### config.mk
export PLATFORM = sky130hd
export DESIGN_NAME = fetch_stage
export DESIGN_NICKNAME = d
export VERILOG_FILES = /design/src/rtl/fetch_stage_pkg.sv /design/src/rtl/fetch_stage_if_id_reg.sv /design/src/rtl/fetch_stage.sv
export SDC_FILE = /design/constraint.sdc
export NUM_CORES = 1
export LEC_CHECK = 0
export CORE_ASPECT_RATIO = 0.8
export CORE_MARGIN = 2
export CORE_UTILIZATION = 28
export DETAILED_ROUTE_END_ITERATION = 12
export GPL_TIMING_DRIVEN = 0
export PLACE_DENSITY = 0.48
export SYNTH_ARGS = -nofsm -noshare
export SYNTH_HDL_FRONTEND = slang
export SYNTH_SLANG_ARGS = --single-unit
### constraint.sdc
create_clock -name clk -period 3.9 [get_ports clk]
set_input_delay 0.39 -clock clk [delete_from_list [all_inputs] [get_ports clk]]
set_output_delay 0.39 -clock clk [all_outputs]
set_load 0.02 [all_outputs]
### src/rtl/fetch_stage_pkg.sv
// Shared definitions for the MIPS instruction-fetch stage: widths, NOP encoding,
// fetch FSM state encoding and the word-alignment helper.
package fetch_stage_pkg;

  localparam int InstDataWidth = 32;
  localparam int InstAddrWidth = 32;
  localparam logic RstEnable = 1'b1;

  localparam logic [InstDataWidth-1:0] NopInst = 32'h0000_0000;
  localparam logic [InstAddrWidth-1:0] PcStep  = 32'h0000_0004;

  typedef enum logic [1:0] {
    ST_FETCH = 2'b00,
    ST_WAIT  = 2'b01,
    ST_HOLD  = 2'b10,
    ST_DROP  = 2'b11
  } fetch_state_e;

  function automatic logic [InstAddrWidth-1:0] align_pc(input logic [InstAddrWidth-1:0] addr);
    return {addr[InstAddrWidth-1:2], 2'b00};
  endfunction

endpackage

### src/rtl/fetch_stage_if_id_reg.sv
// IF/ID pipeline register: reset > flush > stall (hold) > load > bubble.
// A flush or bubble clears valid and forces the NOP so the decoder needs no qualifier.
module if_id_reg
  import fetch_stage_pkg::*;
(
  input  logic                     clk,
  input  logic                     rst,
  input  logic                     load,
  input  logic                     stall,
  input  logic                     flush,
  input  logic [InstDataWidth-1:0] load_inst,
  input  logic [InstAddrWidth-1:0] load_pc,
  output logic                     id_valid,
  output logic [InstDataWidth-1:0] id_inst,
  output logic [InstAddrWidth-1:0] id_pc,
  output logic [InstAddrWidth-1:0] id_pc_plus4
);

  logic                     valid_d, valid_q;
  logic [InstDataWidth-1:0] inst_d, inst_q;
  logic [InstAddrWidth-1:0] pc_d, pc_q;
  logic [InstAddrWidth-1:0] pc4_d, pc4_q;

  // Next IF/ID contents in priority order; the pc fields survive flush and bubble.
  always_comb begin
    valid_d = valid_q;
    inst_d  = inst_q;
    pc_d    = pc_q;
    pc4_d   = pc4_q;
    if (flush) begin
      valid_d = 1'b0;
      inst_d  = NopInst;
    end else if (stall) begin
      valid_d = valid_q;
      inst_d  = inst_q;
    end else if (load) begin
      valid_d = 1'b1;
      inst_d  = load_inst;
      pc_d    = load_pc;
      pc4_d   = load_pc + PcStep;
    end else begin
      valid_d = 1'b0;
      inst_d  = NopInst;
    end
  end

  // IF/ID state register.
  always_ff @(posedge clk) begin
    if (rst == RstEnable) begin
      valid_q <= 1'b0;
      inst_q  <= NopInst;
      pc_q    <= 32'h0000_0000;
      pc4_q   <= 32'h0000_0000;
    end else begin
      valid_q <= valid_d;
      inst_q  <= inst_d;
      pc_q    <= pc_d;
      pc4_q   <= pc4_d;
    end
  end

  assign id_valid    = valid_q;
  assign id_inst     = inst_q;
  assign id_pc       = pc_q;
  assign id_pc_plus4 = pc4_q;

endmodule

### src/rtl/fetch_stage.sv
// Instruction-fetch stage: one outstanding imem request, one-entry skid buffer
// for stalls, redirect handling, and the IF/ID register feeding the decoder.
module fetch_stage
  import fetch_stage_pkg::*;
#(
  parameter logic [31:0] RESET_PC = 32'h0000_0000
) (
  input  logic        clk,
  input  logic        rst,
  output logic        imem_req,
  output logic [31:0] imem_addr,
  input  logic        imem_ready,
  input  logic        imem_rvalid,
  input  logic [31:0] imem_rdata,
  input  logic        stall,
  input  logic        redirect_valid,
  input  logic [31:0] redirect_pc,
  output logic        id_valid,
  output logic [31:0] id_inst,
  output logic [31:0] id_pc,
  output logic [31:0] id_pc_plus4
);

  fetch_state_e             state_d, state_q;
  logic [InstAddrWidth-1:0] pc_d, pc_q;
  logic [InstAddrWidth-1:0] pc_req_d, pc_req_q;
  logic [InstDataWidth-1:0] skid_inst_d, skid_inst_q;
  logic [InstAddrWidth-1:0] skid_pc_d, skid_pc_q;
  logic [InstAddrWidth-1:0] redirect_aligned_s;
  logic                     req_s;
  logic                     load_s;
  logic [InstDataWidth-1:0] load_inst_s;
  logic [InstAddrWidth-1:0] load_pc_s;

  assign redirect_aligned_s = align_pc(redirect_pc);

  // Fetch FSM next state, pc bookkeeping, skid capture and IF/ID load request.
  always_comb begin
    state_d     = state_q;
    pc_d        = pc_q;
    pc_req_d    = pc_req_q;
    skid_inst_d = skid_inst_q;
    skid_pc_d   = skid_pc_q;
    req_s       = 1'b0;
    load_s      = 1'b0;
    load_inst_s = NopInst;
    load_pc_s   = pc_req_q;
    case (state_q)
      ST_FETCH: begin
        if (redirect_valid) begin
          pc_d = redirect_aligned_s;
        end else begin
          req_s = 1'b1;
          if (imem_ready) begin
            pc_req_d = pc_q;
            pc_d     = pc_q + PcStep;
            state_d  = ST_WAIT;
          end else begin
            state_d = ST_FETCH;
          end
        end
      end
      ST_WAIT: begin
        if (redirect_valid) begin
          // A response arriving with the redirect is dropped on the spot.
          pc_d    = redirect_aligned_s;
          state_d = imem_rvalid ? ST_FETCH : ST_DROP;
        end else if (imem_rvalid) begin
          if (stall) begin
            skid_inst_d = imem_rdata;
            skid_pc_d   = pc_req_q;
            state_d     = ST_HOLD;
          end else begin
            load_s      = 1'b1;
            load_inst_s = imem_rdata;
            load_pc_s   = pc_req_q;
            state_d     = ST_FETCH;
          end
        end else begin
          state_d = ST_WAIT;
        end
      end
      ST_HOLD: begin
        if (redirect_valid) begin
          pc_d    = redirect_aligned_s;
          state_d = ST_FETCH;
        end else if (!stall) begin
          load_s      = 1'b1;
          load_inst_s = skid_inst_q;
          load_pc_s   = skid_pc_q;
          state_d     = ST_FETCH;
        end else begin
          state_d = ST_HOLD;
        end
      end
      ST_DROP: begin
        if (redirect_valid) begin
          pc_d = redirect_aligned_s;
        end else begin
          pc_d = pc_q;
        end
        if (imem_rvalid) begin
          state_d = ST_FETCH;
        end else begin
          state_d = ST_DROP;
        end
      end
      default: begin
        state_d = ST_FETCH;
      end
    endcase
  end

  // Fetch-side state registers.
  always_ff @(posedge clk) begin
    if (rst == RstEnable) begin
      state_q     <= ST_FETCH;
      pc_q        <= align_pc(RESET_PC);
      pc_req_q    <= 32'h0000_0000;
      skid_inst_q <= NopInst;
      skid_pc_q   <= 32'h0000_0000;
    end else begin
      state_q     <= state_d;
      pc_q        <= pc_d;
      pc_req_q    <= pc_req_d;
      skid_inst_q <= skid_inst_d;
      skid_pc_q   <= skid_pc_d;
    end
  end

  assign imem_req  = req_s & ~rst;
  assign imem_addr = pc_q;

  if_id_reg u_if_id_reg (
    .clk         (clk),
    .rst         (rst),
    .load        (load_s),
    .stall       (stall),
    .flush       (redirect_valid),
    .load_inst   (load_inst_s),
    .load_pc     (load_pc_s),
    .id_valid    (id_valid),
    .id_inst     (id_inst),
    .id_pc       (id_pc),
    .id_pc_plus4 (id_pc_plus4)
  );

endmodule
==> qor.txt <==
Status: finished, final reports clean
Non-Filler Instances: 1995
Worst VDD drop: 0.278 mV
Startpoint Class: register
Critical path arrival: 3.94 ns
Detailed Place HPWL: 28.6 mm
Synth unique cells: 59
Clock-pin slew on the worst setup and hold paths: 0.06 ns
Number of global-route vias before repair: 9402
Fin. max-slew vios: 0
Warnings from Yosys: 0
Fin nets: 1579
CP max-delay cell: or4_1
Sequential-to-total area share from yosys stat: 44.5%
Die width: 215 um
Core ar.: 34900 um^2
Final worst-path cycle share: 90.3%
DIE AREA: 37100 um^2
Hold_ws: 0.413 ns
Placed Cells: 1948
Worst min path class: in2reg
FFs w/ async S/R, synth: 0%
Initial antenna violation count: 0
Port Buffers: 194
Setup violators final: 0
RSZ-0062 raised after global routing: no
Top area cells in the synthesized netlist: dfxtp_1 44%, nand2_1 9.9%, a21oi_1 8.4%
Yosys reg bits: 221
Setup WS pre-CTS: -0.296 ns
Critical Path RT: 4.32 ns
Initial DRC count: 719
WL met3: 2.10 mm
Drt first pass iters: 5
Gate Count Post-Synth: 1281
Via count: 9776
Via/cell ratio: 4.90
Drt total wl: 37.7 mm
WS Path Type: reg2reg
Routed Antenna Nets: 0
Critical Path Fanout Max: 10
Area of the mapped netlist: 9950 um^2
Largest family of logic cells by synthesized area: simple AND/OR/NAND/NOR gates
Mux cell area share after synthesis: 3.45%
Worst-Margin Slew: 0.827 ns
H-Tree Level Count: 1
RD Place Congestion: 0.897
Ys flop type: dfxtp_1
Synth top area share: 44.5%
Post-Synth XOR/XNOR Area: 3.26%
Grt ovf: 0
Routed wl met2: 15.2 mm
Max-Slew Margin vs Limit: 43.3%
Layout area overhead: 34.9%
DRC errors left: 0
Final worst slack: 0.377 ns
Hold Fails Final Rpt: 0
Root Driver: clkbuf_16
CTS Buf Count: 26
Largest net degree at the start of global routing: 13
Initial Utilization: 28.5%
Clock skew: 0.0102 ns
Synth area leader: dfxtp_1
N_diodes: 0
DR WL/cell: 18.9 um
Synth Area in Compound Gates: 16.9%
CTS tree: built
EDFF count, synth: 0
Post-layout util: 38.5%
Crit-path cells: inv_1 -> ha_1 -> buf_4 -> nor3b_2 -> buf_2 -> clkbuf_4 -> clkbuf_4 -> nand2_1 -> nand2_1 -> ha_2 -> o21ai_1 -> nor3b_2 -> nor3_1 -> or4_1
Layout cell share with drive strength beyond 1: 4.27%
Met1 WL: 19.8 mm
Max_cap viols: 0
Total power: 5.36 mW
IO Pins: 200
Total track usage: 19.9%
Max Freq: 284 MHz
Num rows: 61
Max incr delay on CP: 0.54 ns
Max layer used: met4
Power Dens Cells: 400 nW/um^2
Crit. End Element: register
Mean post-synth cell area: 7.77 um^2
P_leak: 4.24 nW
Most common cell in the netlist: nand2_1
Most frequent cells after synthesis: 262 x nand2_1, 221 x dfxtp_1, 166 x a21oi_1, 150 x nor2_1, 75 x clkbuf_1
Minimum clock period: 3.52 ns
Clock latency on the worst-skew pair: 0.55 ns
CTS Buffer Depth: 3
First-pass GRT wire length: 57.8 mm
Adder-Cell Fraction of Synth Area: 0.755%
Simple-Gate Fraction of Synth Area: 26.7%
Clk sink count: 221
Die Y: 173 um
power breakdown:
part | leakage (nW) | switching (mW) | internal (mW)
Combinational | 2.00 | 0.226 | 0.166
Clock | 0.453 | 1.00 | 1.61
Sequential | 1.79 | 0.0612 | 2.29
cells by family (layout without fill, tap and decap cells):
group                      Yosys count  in the layout
other                                1              2
DFF                                221            221
buffers and inverters              106            347
xor gates and xnor gates            37             37
and+or+nand+nor                    591            591
muxes                               34             34
AOI/OAI and AO/OA                  285            285
adders and majority gates            6              6
sequential cells by signal, summed over array words and instances (netlist names):
register / flops
u_if_id_reg.id_valid: 1
pc_req_q: 30
imem_addr: 30
u_if_id_reg.id_inst: 32
state_q: 2
u_if_id_reg.id_pc_plus4: 32
u_if_id_reg.id_pc: 30
skid_inst_q: 32
skid_pc_q: 32
routing by layer:
layer	vias to the layer above	GRT usage, %
met5	-	0
met4	0	3.99
met3	44	3.52
met2	277	28.8
met1	4573	30.4
li1	4882	-
stage by stage:
step,cell area (um^2),setup TNS [ns]
after floorplan,9950,0
after global placement,12500,-0.561
after detailed placement,12500,-0.547
after CTS,13400,0
after global routing,13400,0
final,13400,0
placed cells by master, fill, tap and decap left out, types with 4 or more instances in the layout:
cell,instances
nand2_1,262
dfxtp_1,221
clkdlybuf4s50_1,194
a21oi_1,166
nor2_1,150
clkbuf_1,80
nand3_1,38
nor3_1,33
mux2i_1,32
a211oi_1,32
a22oi_1,32
clkbuf_16,27
xor2_1,21
o21ai_0,21
nand4_1,19
nand3b_1,18
xnor2_1,16
nor4_1,13
nor2b_1,12
inv_1,11
and2_1,8
and3_1,8
clkbuf_8,8
buf_4,7
buf_1,7
nor3b_1,5
or4_1,5
or3_1,5
ha_1,5
o21a_1,4
path summary, 6_finish.rpt:
kind	startpoint	end	slack (ns)	cells after the start
worst min register to register	u_if_id_reg.id_pc_plus4[3]$_SDFFE_PP0P_	u_if_id_reg.id_pc_plus4[3]$_SDFFE_PP0P_	0.45	2
worst max-delay path	state_q[0]$_SDFFE_PP0P_	u_if_id_reg.id_pc_plus4[24]$_SDFFE_PP0P_	0.38	14
worst min-delay path	imem_rdata[29]	skid_inst_q[29]$_SDFFE_PP0P_	0.41	3
worst max register to register	state_q[0]$_SDFFE_PP0P_	u_if_id_reg.id_pc_plus4[24]$_SDFFE_PP0P_	0.38	14
worst max-delay path, delay by kind of cell (launching register included):
| kind | cells | cell delay, ns |
|---|---|---|
| AO/OA/AOI/OAI | 1 | 0.16 |
| flip-flops | 1 | 0.34 |
| AND/OR/NAND/NOR | 6 | 1.36 |
| adder cells (fa/ha/maj) | 2 | 0.42 |
| buffers and inverters | 5 | 1.11 |
what timing repair did:
item | 4_1_cts | 5_1_grt
pin swaps | 0 | 0
resized for setup | 2 | 4
buffers inserted | 0 | 0
hold buffers | 0 | 0
endpoints found under the setup margin | 2 | 4
final cells by class:
class	count	area, um^2
plain buffers	94	405
multi-input cells	955	5100
clock buffers	42	812
repair buffers	194	1940
well taps	472	591
inverters	11	41.3
flip-flops and latches	221	4420
fillers	3668	21500
clock inverters	6	105
Note: power is estimated with default switching activity, not from simulation.
